**config.mk**
```make
export PLATFORM = sky130hd
export DESIGN_NAME = speed_pulse_gen
export DESIGN_NICKNAME = d
export VERILOG_FILES = /design/src/rtl/speed_pulse_gen.sv
export SDC_FILE = /design/constraint.sdc
export NUM_CORES = 1
export LEC_CHECK = 0
export BUFFER_PORTS_ARGS = -buffer_cell sky130_fd_sc_hd__buf_2
export CAP_MARGIN = 25
export CORE_ASPECT_RATIO = 1.1
export CORE_UTILIZATION = 40
export DETAILED_ROUTE_END_ITERATION = 10
export SLEW_MARGIN = 20
export SYNTH_ARGS = -nofsm -noshare
export SYNTH_HDL_FRONTEND = slang
export SYNTH_SLANG_ARGS = --single-unit
```
**constraint.sdc**
```tcl
create_clock -name clk -period 8.7 [get_ports clk]
set_input_delay 0.435 -clock clk [delete_from_list [all_inputs] [get_ports clk]]
set_output_delay 0.435 -clock clk [all_outputs]
set_load 0.02 [all_outputs]
```
**src/rtl/speed_pulse_gen.sv**
```systemverilog
// -----------------------------------------------------------------------------
// speed_pulse_gen
//
// Tachometer-pulse transmitter. Produces a square wave whose rising-to-rising
// spacing, in clk cycles, equals the currently active period. A new period is
// commanded through a load/ready handshake. The active period is slewed toward
// the commanded target by at most RAMP_STEP per output period, which emulates
// motor acceleration for the speed-measurement logic downstream.
//
// Parameters
//   CNT_W          width of period registers and the phase counter
//   MIN_PERIOD     smallest legal period; smaller commands are clamped up
//   DEFAULT_PERIOD active period and target after reset
//   RAMP_STEP      max change of the active period per output period
//                  (0 = jump straight to the target)
//
// Ports
//   clk             system clock
//   rst             asynchronous, active-high reset
//   i_en            run enable, level sensitive
//   i_period_in     commanded period in clk cycles
//   i_period_load   load request, accepted only while o_period_ready is high
//   o_period_ready  high when idle or when the active period equals the target
//   o_speed_out     generated pulse train
//   o_rise_strobe   one-cycle pulse in the first high cycle of each period
//   o_cur_period    period currently being generated
//   o_edge_cnt      number of rising edges emitted, wraps 65535 -> 0
// -----------------------------------------------------------------------------
module speed_pulse_gen #(
    parameter int CNT_W          = 26,
    parameter int MIN_PERIOD     = 16,
    parameter int DEFAULT_PERIOD = 100,
    parameter int RAMP_STEP      = 0
) (
    input  logic             clk,
    input  logic             rst,
    input  logic             i_en,
    input  logic [CNT_W-1:0] i_period_in,
    input  logic             i_period_load,
    output logic             o_period_ready,
    output logic             o_speed_out,
    output logic             o_rise_strobe,
    output logic [CNT_W-1:0] o_cur_period,
    output logic [15:0]      o_edge_cnt
);

    // -------------------------------------------------------------------------
    // Constants sized to the datapath so every compare/add is width-matched.
    // -------------------------------------------------------------------------
    localparam logic [CNT_W-1:0] MIN_P = CNT_W'(MIN_PERIOD);
    localparam logic [CNT_W-1:0] DEF_P = CNT_W'(DEFAULT_PERIOD);
    localparam logic [CNT_W-1:0] STEP  = CNT_W'(RAMP_STEP);
    localparam logic [CNT_W-1:0] ONE   = CNT_W'(1);

    typedef enum logic [1:0] {
        ST_IDLE = 2'd0,
        ST_HIGH = 2'd1,
        ST_LOW  = 2'd2
    } state_t;

    // -------------------------------------------------------------------------
    // Registers
    // -------------------------------------------------------------------------
    state_t             r_state;
    logic [CNT_W-1:0]   r_phase;        // cycles already spent in HIGH or LOW
    logic [CNT_W-1:0]   r_cur_period;   // period in force for the current cycle
    logic [CNT_W-1:0]   r_target;       // last accepted (clamped) command
    logic               r_speed_out;
    logic               r_rise_strobe;
    logic [15:0]        r_edge_cnt;

    // -------------------------------------------------------------------------
    // Combinational signals
    // -------------------------------------------------------------------------
    state_t             w_state_nxt;
    logic [CNT_W-1:0]   w_phase_nxt;
    logic [CNT_W-1:0]   w_high_len;
    logic [CNT_W-1:0]   w_low_len;
    logic [CNT_W-1:0]   w_clamped;
    logic [CNT_W-1:0]   w_ramped;
    logic [CNT_W-1:0]   w_cur_nxt;
    logic [CNT_W-1:0]   w_target_nxt;
    logic               w_ready;
    logic               w_load;
    logic               w_start;        // entering HIGH on this edge
    logic               w_last_low;     // final LOW cycle of a period

    // Odd periods put the extra cycle in LOW.
    assign w_high_len = r_cur_period >> 1;
    assign w_low_len  = r_cur_period - w_high_len;

    assign w_clamped  = (i_period_in < MIN_P) ? MIN_P : i_period_in;

    // Ready drops only while the active period is still slewing toward the
    // target, so a load and a ramp update can never land on the same edge.
    assign w_ready    = (r_state == ST_IDLE) || (r_cur_period == r_target);
    assign w_load     = i_period_load && w_ready;

    // -------------------------------------------------------------------------
    // Ramp: move the active period at most STEP toward the target.
    // The add branch is taken only when cur + STEP < target, so it cannot wrap;
    // that is equivalent to a saturating add followed by min(target). The
    // subtract branch likewise never undershoots the target, so the result
    // never drops below MIN_PERIOD.
    // -------------------------------------------------------------------------
    always_comb begin
        // NOTE: every variable written here gets a default first, so no path
        // leaves it unassigned and no latch is inferred.
        w_ramped = r_target;
        if (RAMP_STEP != 0) begin
            if (r_cur_period < r_target) begin
                if ((r_target - r_cur_period) > STEP) begin
                    w_ramped = r_cur_period + STEP;
                end
            end else if (r_cur_period > r_target) begin
                if ((r_cur_period - r_target) > STEP) begin
                    w_ramped = r_cur_period - STEP;
                end
            end
        end
    end

    // -------------------------------------------------------------------------
    // FSM next-state logic
    // -------------------------------------------------------------------------
    always_comb begin
        w_state_nxt = r_state;
        w_phase_nxt = r_phase;
        w_start     = 1'b0;
        w_last_low  = 1'b0;

        case (r_state)
            ST_IDLE: begin
                w_phase_nxt = '0;
                if (i_en) begin
                    w_state_nxt = ST_HIGH;
                    w_start     = 1'b1;
                end
            end

            ST_HIGH: begin
                if (r_phase == w_high_len - ONE) begin
                    w_state_nxt = ST_LOW;
                    w_phase_nxt = '0;
                end else begin
                    w_phase_nxt = r_phase + ONE;
                end
            end

            ST_LOW: begin
                if (r_phase == w_low_len - ONE) begin
                    // A period always completes; en is sampled only here, so
                    // dropping it mid-period never produces a runt pulse.
                    w_last_low  = 1'b1;
                    w_phase_nxt = '0;
                    if (i_en) begin
                        w_state_nxt = ST_HIGH;
                        w_start     = 1'b1;
                    end else begin
                        w_state_nxt = ST_IDLE;
                    end
                end else begin
                    w_phase_nxt = r_phase + ONE;
                end
            end

            default: begin
                w_state_nxt = ST_IDLE;
                w_phase_nxt = '0;
            end
        endcase
    end

    // -------------------------------------------------------------------------
    // Period / target next values
    // -------------------------------------------------------------------------
    always_comb begin
        w_target_nxt = r_target;
        w_cur_nxt    = r_cur_period;

        if (w_load) begin
            w_target_nxt = w_clamped;
        end

        // In IDLE a load takes effect immediately, including when the run
        // starts on the same edge. While running, the active period only
        // changes at the period boundary so the edge spacing stays exact.
        if (w_load && (r_state == ST_IDLE)) begin
            w_cur_nxt = w_clamped;
        end else if (w_last_low) begin
            w_cur_nxt = w_ramped;
        end
    end

    // -------------------------------------------------------------------------
    // State register
    // -------------------------------------------------------------------------
    // NOTE: sequential state uses non-blocking assignments so every register
    // samples the pre-edge values regardless of statement order.
    always_ff @(posedge clk or posedge rst) begin
        if (rst) begin
            r_state <= ST_IDLE;
            r_phase <= '0;
        end else begin
            r_state <= w_state_nxt;
            r_phase <= w_phase_nxt;
        end
    end

    // -------------------------------------------------------------------------
    // Datapath and output registers. Asynchronous reset pulls speed_out low
    // immediately, abandoning any period in progress.
    // -------------------------------------------------------------------------
    always_ff @(posedge clk or posedge rst) begin
        if (rst) begin
            r_cur_period  <= DEF_P;
            r_target      <= DEF_P;
            r_speed_out   <= 1'b0;
            r_rise_strobe <= 1'b0;
        end else begin
            r_cur_period  <= w_cur_nxt;
            r_target      <= w_target_nxt;
            r_speed_out   <= (w_state_nxt == ST_HIGH);
            r_rise_strobe <= w_start;
        end
    end

    // Rising-edge counter, free-running with natural 16-bit wrap.
    always_ff @(posedge clk or posedge rst) begin
        if (rst) begin
            r_edge_cnt <= 16'd0;
        end else if (w_start) begin
            r_edge_cnt <= r_edge_cnt + 16'd1;
        end
    end

    // -------------------------------------------------------------------------
    // Outputs
    // -------------------------------------------------------------------------
    assign o_period_ready = w_ready;
    assign o_speed_out    = r_speed_out;
    assign o_rise_strobe  = r_rise_strobe;
    assign o_cur_period   = r_cur_period;
    assign o_edge_cnt     = r_edge_cnt;

endmodule

```
# ---- Word level (Yosys, flattened, before mapping)
# Index checks and enable logic that the tools add are counted.
dict set report totals {
  output_inout_bits 45
  reg_bits 98
  in_bits 30
}
dict set report classes {
  addsub 5
  n_mux 16
  order_cmp 1
  n_eq_ne 6
  n_reduce_logical 5
}
# operator count
set ops {}
lappend ops {{$mux W26} 5}
lappend ops {{$eq A26 B26 Y1} 3}
lappend ops {{$pmux W26 S2} 1}
lappend ops {{$add A26 B1 Y26 const B} 1}
lappend ops {{$lt A26 B5 Y1 const B} 1}
lappend ops {{$sub A25 B1 Y26 const B} 1}
lappend ops {{$sub A26 B1 Y26 const B} 1}
lappend ops {{$sub A26 B25 Y26} 1}
lappend ops {{$add A16 B1 Y16 const B} 1}
lappend ops {{$mux W2} 3}
lappend ops {{$pmux W2 S3} 1}
lappend ops {{$mux W1} 5}
lappend ops {{$eq A2 B1 Y1 const B} 2}
lappend ops {{$eq A2 B2 Y1 const B} 1}
lappend ops {{$logic_and A1 B1 Y1} 2}
lappend ops {{$logic_not A2 Y1} 1}
lappend ops {{$pmux W1 S2} 1}
lappend ops {{$reduce_bool A2 Y1} 1}
lappend ops {{$logic_or A1 B1 Y1} 1}

# ---- Depth between registers and ports, before layout
# Gate-level depths: netlist of the first run.
dict set report logic_depth {
  depth_word 7
  ltp_mapped 16
}

# ---- Worst setup path before layout of the first run
# No wires, ideal clock.
dict set report synth_path {
  path_kind {register to register}
  start {register r_cur_period[1], in the netlist o_cur_period[1]}
  end {register r_cur_period[11], in the netlist o_cur_period[11]}
  stages_incl_launch_ff 17
  n_path_buf 3
  slack_ps 4221
  required_time_ps 8568
  t_arrival_ps 4347
  cell_sequence {dfrtp_1 -> inv_1 -> ha_1 -> fa_1 -> nor2b_1 -> o311ai_4 -> a21oi_2 -> o31a_1 -> or3_1 -> a2111o_1 -> or4_4 -> or3_1 -> buf_2 -> buf_6 -> buf_4 -> mux2i_1 -> o21ai_1}
}
dict set report synth_via {
  elab_chain_cells 6
}
# element line
set synth_rtl {}
lappend synth_rtl {{start: declaration} 66} ;# logic [CNT_W-1:0] r_cur_period;
lappend synth_rtl {{start signal: assignment} 221} ;# r_cur_period <= w_cur_nxt;
lappend synth_rtl {{$sub A26 B25 Y26} 90} ;# assign w_low_len = r_cur_period - w_high_len;
lappend synth_rtl {{$sub A26 B1 Y26} 151} ;# if (r_phase == w_low_len - ONE) begin
lappend synth_rtl {{$eq A26 B26 Y1} 151}
lappend synth_rtl {{$mux W1} 151}
lappend synth_rtl {{$mux W1} 132} ;# case (r_state)
lappend synth_rtl {{$reduce_bool A2 Y1 (no source line)} --}
# Several ways; a longest one is shown, not always the timed one.
# A chain may end at the register's enable or synchronous reset.

# ---- Worst setup path in the final report of the first run
dict set report layout_path {
  start {register r_cur_period[1], in the netlist o_cur_period[1]}
  end {register r_edge_cnt[1], in the netlist o_edge_cnt[1]}
}
dict set report layout_via {
  elab_chain_cells 5
}
# element line
set layout_rtl {}
lappend layout_rtl {{$sub A26 B25 Y26} 90}
lappend layout_rtl {{$sub A26 B1 Y26} 151}
lappend layout_rtl {{$eq A26 B26 Y1} 151}
lappend layout_rtl {{$mux W1} 151}
lappend layout_rtl {{$pmux W1 S2} 132}
lappend layout_rtl {{end signal: assignment} 233} ;# r_edge_cnt <= r_edge_cnt + 16'd1;
lappend layout_rtl {{end: declaration} 70} ;# logic [15:0] r_edge_cnt;
# Every way passes these cells.

==> results, run 1 <==
- The tightest slew margin relative to the limit is 0.417.
- When the netlist entered floorplanning its net count stood at between 1000 and 1500.
- Dividing the detail-routed via count by the number of cells gives approximately 5.5.
- The number of clock sinks seen by CTS is 98.
- The final weighted congestion in routability-driven placement is 0.926.
- Dividing total power by cell area gives a power density of roughly 430 nW/um^2.
- The commonest register cell after synthesis is sky130_fd_sc_hd__dfrtp_1.
- The share of flip-flops with an asynchronous set or reset after synthesis is 1.00.
- The first global-routing pass estimated 36100 um of wire.
- Across all layers, the routed design uses about 7200 vias.
- Of the total power, registers draw 0.216.
- The total congestion overflow after global routing is 0.
- The class of the tightest hold or removal check is in2async.
- The cell type with the highest aggregate area in the netlist is sky130_fd_sc_hd__dfrtp_1.
- Setup repair after global routing left no endpoint under its margin.
- The floorplan step defined a die boundary enclosing 21800 sq um.
- The core area is roughly 21000 sq um.
- The library cell used most frequently in the layout, excluding fill and tap cells, is sky130_fd_sc_hd__dfrtp_1.
- The total instance count after detailed placement is approximately 1300.
- The largest net degree at the start of global routing is 58.
- The count of nets left with antenna violations after detail routing is 0.
- The number of buffers created by CTS is 9.
- Of the total power, the share spent switching nets is 0.514.
- Summed over all failing endpoints, the final setup total negative slack is 0 ns.
- The worst register-to-register path begins at o_cur_period[1]$_DFFE_PP0P_.
- After clock tree synthesis, the setup repair step added 0 buffers.
- The netlist area before placement is between 8000 and 9000 sq um.
- The synthesized flop and latch total is 98.
- The max-capacitance violation count is 0.
- The number of nets in the final layout is around 1100.
- The register area share after synthesis is 0.289.
- The antenna cell count is 0.
- The critical path is of the reg2reg type.
- At the later pin of the worst-skew pair, clock insertion delay measures around 0.34 ns.
- The cell count after synthesis came out at 948.
- In the layout the commonest cells are 92 x sky130_fd_sc_hd__dfrtp_1, 76 x sky130_fd_sc_hd__ha_1, 74 x sky130_fd_sc_hd__buf_2.
- The clock-pin slew on the worst setup and hold paths is around 0.07 ns.
- The number of cell instances on the worst register-to-register path is 14.
- The worst setup skew after layout is about 0.0061 ns.
- The net switching component of the power is approximately 2.1 mW.
- Yosys mapped a number of flops with a built-in enable equal to 0.
- Of the available clock period, the critical path in the final layout requires 0.595.
- The number of global-route vias before repair is ~6800.
- The number of antenna violations at the first check in global routing is 0.
- The count of non-filler cells in the finished layout is roughly 1300.
- STA classifies the critical path endpoint as a flip-flop.
- In this run the worst path has a maximum fanout of just over 40.
- The area added between synthesis and finish is 11.0%.
- Fill cells in the final layout number just over 2000.
- The Yosys step of the flow raised 0 warnings.
- The top-area cell type share of the netlist area is 0.271.
- After synthesis, the cell types taking the most area are sky130_fd_sc_hd__dfrtp_1 27%, sky130_fd_sc_hd__ha_1 11%, sky130_fd_sc_hd__xor2_1 7.4%.
- The number of buffers added to fix hold violations after cts is 0.
- The cell at the root of the clock tree is sky130_fd_sc_hd__clkbuf_16.
- For this run, design rule violations remaining after detail routing come to 0.
- In this run the deepest clock path goes through 2 buffers.
- The logic gate share of total power is 0.675.
- Setup violations remaining at the end of the flow were counted as 0.
- The internal power of the cells totals between 1.5 and 2 mW.
- The detailed placement HPWL is about 18000 um.
- The delay of the slowest cell on the worst path is between 0.5 and 0.6 ns.
- The required time at the endpoint of the critical path is just under 9 ns.
- The floorplan step set the die width to between 100 and 150 um.
- The count of endpoints failing hold in the final timing report is 0.
- The minimum period implied by the final worst setup slack is 5.18 ns.
- The count of distinct cell types in the synthesized netlist is 74.
- For this run, the total global-route usage over all layers was measured as 0.214.
- The highest achievable clock rate is just under 200 MHz.
- The worst-case IR drop observed on VDD is 0.000233 V.
- The number of primary I/O pins is 75.
- The actual transition at the worst max-transition pin is 0.874 ns.
- The total count of max-transition violations in the final report is 0.
- The count of buffers from port buffering is 74.
- The flow ran to the end, and the final reports show no timing, DRC or antenna violations.
- The detailed router finished its first iteration with a little under 500 violations.
- The signal arrival time at the worst endpoint is approximately 5.4 ns.
- The die span in y is 155 um.
- The number of gates resized after CTS was 0.
- The worst setup slack for register-to-register paths is between 3 and 4 ns.
- The part of the total power dissipated in the clock network is 0.109.
- Summed over all cells, the static leakage comes to between 4 and 5 nW.
- The largest individual stage delay along the critical path comes from the cell sky130_fd_sc_hd__dfrtp_1.
- Dividing the synthesized area by the synthesized cell count gives between 8 and 9 sq um.
- Walking the worst path, the cells encountered are inv_1 > ha_1 > fa_1 > nor2b_1 > o311ai_4 > a21oi_2 > o31a_1 > or3_1 > a2111o_1 > or4_4 > or3_2 > buf_4 > a21o_1 > mux2_1.
- The number of core rows is 55.
- TritonCTS built the clock tree.
- STA classifies the critical path startpoint as a flip-flop.
- The fraction of final layout cells sized beyond drive strength 1 is 0.155.
- For this run, the detailed router's first-pass iteration total came to 5.
- The wire length reported by the detailed router is 23100 um.
- The number of levels in the clock H-tree is 3.
- The capture point of the worst reg-to-reg path is o_edge_cnt[1]$_DFFE_PP0P_.
- Dividing the detail-routed wire length by the instance count gives between 15 and 20 um.
- For this configuration, the core starts out at a cell density of 0.410.
how the worst max path moves through the flow:
| stage | start | to | slack, ns | cells after the start |
|---|---|---|---|---|
| floorplan | o_cur_period[1]$_DFFE_PP0P_ | o_cur_period[11]$_DFFE_PP0P_ | 4.22 | 16 |
| global placement | o_cur_period[1]$_DFFE_PP0P_ | o_edge_cnt[1]$_DFFE_PP0P_ | 3.71 | 14 |
| detailed placement | o_cur_period[1]$_DFFE_PP0P_ | o_edge_cnt[1]$_DFFE_PP0P_ | 3.61 | 14 |
| CTS | o_cur_period[1]$_DFFE_PP0P_ | o_edge_cnt[1]$_DFFE_PP0P_ | 3.58 | 14 |
| global route | o_cur_period[6]$_DFFE_PP1P_ | o_edge_cnt[1]$_DFFE_PP0P_ | 3.37 | 13 |
| finish | o_cur_period[1]$_DFFE_PP0P_ | o_edge_cnt[1]$_DFFE_PP0P_ | 3.52 | 14 |
Yosys cell counts, types with 8 or more instances:
library cell,count
sky130_fd_sc_hd__a211oi_2,12
sky130_fd_sc_hd__nor3_1,13
sky130_fd_sc_hd__a21boi_0,9
sky130_fd_sc_hd__mux2i_1,33
sky130_fd_sc_hd__xor2_1,72
sky130_fd_sc_hd__a21oi_1,38
sky130_fd_sc_hd__nand4_1,17
sky130_fd_sc_hd__nor2b_1,12
sky130_fd_sc_hd__xnor2_1,64
sky130_fd_sc_hd__nand3_1,24
sky130_fd_sc_hd__clkbuf_1,21
sky130_fd_sc_hd__o21ai_0,30
sky130_fd_sc_hd__a31oi_1,8
sky130_fd_sc_hd__mux2_2,24
sky130_fd_sc_hd__nor2_1,62
sky130_fd_sc_hd__inv_1,63
sky130_fd_sc_hd__o21ai_1,17
sky130_fd_sc_hd__ha_1,76
sky130_fd_sc_hd__nand2b_1,12
sky130_fd_sc_hd__nand2_1,73
sky130_fd_sc_hd__o31ai_1,10
sky130_fd_sc_hd__dfrtp_1,92
sky130_fd_sc_hd__nor4_1,19
sky130_fd_sc_hd__and3_1,16
sequential cells by signal, summed over array words and instances, names as in the netlist:
name and cells:
o_edge_cnt 16, o_rise_strobe 1, o_speed_out 1, r_phase 26, r_state 2, r_target 26
o_cur_period 26
power by group through the flow:
stage	clock network, mW	logic, mW	registers, mW
after global routing	0.469	2.96	0.895
after CTS	0.451	2.70	0.866
after detailed placement	0	2.68	0.874
after floorplan	0	1.93	0.896
after global placement	0	2.68	0.866
final	0.439	2.72	0.869
final cells by class:
| cell class | instances | area, sq um | area share |
|---|---|---|---|
| Clock buffer | 11 | 253 | 0.0268 |
| Timing Repair Buffer | 78 | 400 | 0.0424 |
| Inverter | 64 | 243 | 0.0257 |
| Clock inverter | 5 | 85.1 | 0.00902 |
| Sequential cell | 98 | 2460 | 0.261 |
| Multi-Input combinational cell | 751 | 5640 | 0.598 |
| Tap cell | 285 | 357 | 0.0378 |
worst max-delay path, delay by kind of cell, from the launching register on:
kind                     cells  cell delay (ns)
AND/OR/NAND/NOR              4             1.55
AO/OA/AOI/OAI                5             1.51
adder cells (fa/ha/maj)      2             0.64
flip-flops                   1             0.55
buffers and inverters        2             0.48
multiplexers                 1             0.32
routing by layer:
metal  vias to the layer above  track usage  routed length (um)
met5                         -            0                   0
met4                         0       0.0751                 535
met3                        31       0.0206                 734
met2                       196        0.362               10900
met1                      3453        0.285               10900
li1                       3474            -                   -
per-stage QoR:
step | utilization | setup slack (ns) | hold WS, ns | area [sq um] | total power, mW
after floorplan | - | 4.22 | 0.471 | 8500 | 2.83
after global placement | 0.439 | 3.71 | 0.453 | 9100 | 3.55
after detailed placement | 0.439 | 3.61 | 0.458 | 9100 | 3.55
after CTS | 0.456 | 3.58 | 0.149 | 9440 | 4.01
after global routing | 0.456 | 3.37 | 0.174 | 9440 | 4.33
final | 0.456 | 3.52 | 0.137 | 9440 | 4.03
cells by family after synthesis:
logic type / after synthesis / share of synthesized area
AO/OA/AOI/OAI: 198 / 0.170
XOR/XNOR: 136 / 0.140
adder cells (fa/ha/maj): 77 / 0.114
buffers and inverters: 99 / 0.0478
flip-flops: 98 / 0.289
multiplexers: 58 / 0.0720
AND/OR/NAND/NOR: 282 / 0.167
Note: power is estimated with default switching activity, not from simulation.
==> inputs of run 2 (changes only) <==
==> constraint.sdc (replaced) <==
create_clock -name clk -period 4.4 [get_ports clk]
set_input_delay 0.22 -clock clk [delete_from_list [all_inputs] [get_ports clk]]
set_output_delay 0.22 -clock clk [all_outputs]
set_load 0.02 [all_outputs]
==> run 2 against run 1 <==
Against the previous run: clock power increased by 86%; non-clock buffer count increased by 76; clock skew increased by 0.0029 ns; wire length increased by 5.5%; register-to-register slack got worse by 3.4 ns; global-route usage increased by 1.6 points; design area increased by 6.4%; sequential share of layout area decreased by 1.6 points; die area unchanged; sequential cell count unchanged.
==> results, run 2 (synthesis results as in run 1) <==
- The fraction of final layout cells sized beyond drive strength 1 is 0.221 (+0.0658).
- The number of global-route vias before repair is 7370 (+8.8%).
- Relative to the synthesized area, the layout overhead comes to 18.1%.
- STA classifies the critical path endpoint as a flip-flop.
- The part of the cycle the worst path needs is 0.969 (+0.374).
- The global-route wire length before repair is 39000 um (+8.0%).
- The average vias per placed instance was 5.44 (-1.7%).
- The worst setup skew after layout was 0.00903 ns (+0.00289 ns).
- The sequential share of power is 0.175 (-0.041).
- The cell internal power dissipation was 4.34 mW (+120%).
- The count of nets left with antenna violations after detail routing was 0 (unchanged).
- The first-pass iteration count of the detailed router was 5 (unchanged).
- The overall routing resource usage is 0.229 (+0.0157).
- The number of antenna violations at the first check in global routing was 0 (unchanged).
- The detail-routed net length per standard cell is 17.8 um (-0.41%).
- The max-capacitance violation count was 0 (unchanged).
- The power density normalized to cell area is 858 nW/um^2 (+100%).
- The number of core rows came to 55 (unchanged).
- The total congestion overflow after global routing is 0 (unchanged).
- The critical path class is reg2reg.
- The highest fanout seen on the critical path came to 7 (-83%).
- The total count of max-transition violations in the final report came to 0 (unchanged).
- The count of endpoints failing hold in the final timing report is 0 (unchanged).
- The path class of the tightest hold or removal check is in2async.
- The number of buffers added to fix hold violations after cts is 0 (unchanged).
- The logic gate share of total power was 0.731 (+0.056).
- The largest net degree at the start of global routing came to 64 (+10%).
- The final weighted congestion in routability-driven placement is 0.911 (-1.6%).
- The maximum buffer depth of the clock tree was 2 (unchanged).
- The worst register-to-register path begins at o_cur_period[2]$_DFFE_PP1P_.
- The top cell types in the final layout, fill and taps aside, are 91 x sky130_fd_sc_hd__dfrtp_1, 78 x sky130_fd_sc_hd__buf_4, 76 x sky130_fd_sc_hd__ha_1.
- The overall die area is 21800 sq um (unchanged).
- The core occupancy in the finished layout came to 0.485 (+0.0292).
- The core area is 20700 sq um (unchanged).
- The highest achievable clock rate is 235 MHz (+21%).
- Setup repair after global routing left no endpoint under its margin.
- The count of non-filler cells in the finished layout is 1368 (+5.9%).
- The leakage power figure is 4.64 nW (+8.6%).
- The chip width is 141 um (unchanged).
- The total instance count after detailed placement is 1352 (+6.0%).
- The signal arrival time at the worst endpoint is 4.53 ns (-0.88 ns).
- The number of fill cells came to 2020 (-0.35%).
- The total negative setup slack is 0 ns (unchanged).
- The vias after detailed routing is 7446 (+4.1%).
- The cell at the root of the clock tree is sky130_fd_sc_hd__clkbuf_16.
- The capture point of the worst reg-to-reg path is o_edge_cnt[12]$_DFFE_PP0P_.
- The flow ran to the end, and the final reports show no timing, DRC or antenna violations.
- The area used by multi-input combinational logic was 5680 sq um (+0.71%).
- The count of buffers from port buffering came to 74 (unchanged).
- The DRC marker count from the first detailed-route iteration was 587 (+19%).
- The die span in y is 155 um (unchanged).
- The number of nets in the final layout came to 1185 (+6.9%).
- The clock insertion delay at the later pin of the skew report is 0.35 ns (about the same).
- TritonCTS built the clock tree.
- The minimum period implied by the final worst setup slack is 4.26 ns (-0.912 ns).
- Leaving out fill and tap cells, the most frequent cell in the layout is sky130_fd_sc_hd__dfrtp_1.
- The detailed placement HPWL is 19600 um (+8.2%).
- The kind of launch point of the worst setup path is a flip-flop.
- The number of remaining DRC errors came to 0 (unchanged).
- The number of buffers created by CTS is 9 (unchanged).
- The antenna cell count came to 0 (unchanged).
- The worst-case vdd ir drop is 0.000391 V (+68%).
- The register cell area after layout is 2460 sq um (about the same).
- The worst setup slack for register-to-register paths is 0.14 ns (-3.39 ns).
- The initial standard-cell utilization of the core came to 0.410 (unchanged).
- The final number of setup-violating endpoints was 0 (unchanged).
- The wire length reported by the detailed router is 24300 um (+5.5%).
- The actual transition at the worst max-transition pin is 0.990 ns (+0.116 ns).
- The net switching component of the power is 4.27 mW (+110%).
- The instance area after placement came to 9690 sq um (+6.6%).
- The post-route cell area is 10000 sq um (+6.4%).
- The tightest slew margin relative to the limit is 0.338 (-0.0791).
- The number of clock sinks seen by CTS is 98 (unchanged).
- The number of cell instances on the worst register-to-register path is 14 (unchanged).
- The number of primary I/O pins was 75 (unchanged).
- The clock-pin slew on the worst setup and hold paths is 0.07 ns (about the same).
- The switching portion of total power is 0.496 (-0.0177).
- The number of levels in the clock H-tree is 3 (unchanged).
- The part of the total power dissipated in the clock network is 0.095 (-0.014).
- The required time at the endpoint of the critical path was 4.67 ns (-4.26 ns).
-- run 2: cell type report --
class                           instances  area share
Clock buffer                            9      0.0224
Clock inverter                          7     0.00810
Inverter                               64      0.0242
Multi-Input combinational cell        751       0.565
Sequential cell                        98       0.245
Tap cell                              285      0.0355
Timing Repair Buffer                  154      0.0992
-- run 2: routing by layer --
| layer | track usage | vias up | wire length (um) |
|---|---|---|---|
| li1 | - | 3616 | - |
| met1 | 0.316 | 3634 | 11600 |
| met2 | 0.373 | 168 | 11300 |
| met3 | 0.0280 | 28 | 932 |
| met4 | 0.0766 | 0 | 536 |
| met5 | 0 | - | 0 |
-- run 2: timing repair --
item / in CTS / in global routing
endpoints found under the hold margin: 0 / 0
setup buffers: 0 / 0
pin swaps: 0 / 1
gates resized for setup: 1 / 7
setup endpoints to repair: 26 / 64
-- run 2: worst max-delay path by stage --
stage | from | endpoint | slack (ns)
6_report | o_cur_period[2]$_DFFE_PP1P_ | o_edge_cnt[12]$_DFFE_PP0P_ | 0.14
5_1_grt | o_cur_period[8]$_DFFE_PP0P_ | o_edge_cnt[15]$_DFFE_PP0P_ | 0.005
3_5_place_dp | o_cur_period[1]$_DFFE_PP0P_ | o_edge_cnt[13]$_DFFE_PP0P_ | -0.08
2_1_floorplan | o_cur_period[2]$_DFFE_PP1P_ | o_cur_period[11]$_DFFE_PP0P_ | 0.05
4_1_cts | o_cur_period[1]$_DFFE_PP0P_ | o_edge_cnt[13]$_DFFE_PP0P_ | 0.07
3_3_place_gp | o_cur_period[1]$_DFFE_PP0P_ | o_edge_cnt[15]$_DFFE_PP0P_ | -0.009
-- run 2: critical path: stages (launching register included) --
cell	delay, ns
sky130_fd_sc_hd__dfstp_2	0.53
sky130_fd_sc_hd__inv_1	0.06
sky130_fd_sc_hd__buf_4	0.15
sky130_fd_sc_hd__ha_1	0.34
sky130_fd_sc_hd__nor2b_1	0.10
sky130_fd_sc_hd__o311ai_4	0.25
sky130_fd_sc_hd__a21oi_2	0.10
sky130_fd_sc_hd__o31a_1	0.25
sky130_fd_sc_hd__or3_1	0.34
sky130_fd_sc_hd__a2111o_1	0.43
sky130_fd_sc_hd__or4_4	0.51
sky130_fd_sc_hd__or3_4	0.47
sky130_fd_sc_hd__buf_4	0.22
sky130_fd_sc_hd__a211oi_2	0.24
sky130_fd_sc_hd__xor2_1	0.17
-- run 2: through the flow --
| step | hold WS (ns) | worst slack [ns] | total power [mW] |
|---|---|---|---|
| after global placement | 0.428 | -0.00851 | 7.64 |
| after global routing | 0.0899 | 0.00466 | 9.31 |
| after floorplan | 0.313 | 0.0469 | 5.59 |
| after CTS | 0.0487 | 0.0745 | 8.55 |
| final | 0.0177 | 0.136 | 8.61 |
| after detailed placement | 0.427 | -0.0761 | 7.70 |
-- run 2: power by group through the flow --
stage / logic (mW) / clock network, mW / registers [mW]
final: 6.29 / 0.817 / 1.50
after floorplan: 3.82 / 0 / 1.77
after detailed placement: 6.18 / 0 / 1.51
after global placement: 6.14 / 0 / 1.50
after global routing: 6.89 / 0.867 / 1.55
after CTS: 6.22 / 0.833 / 1.50
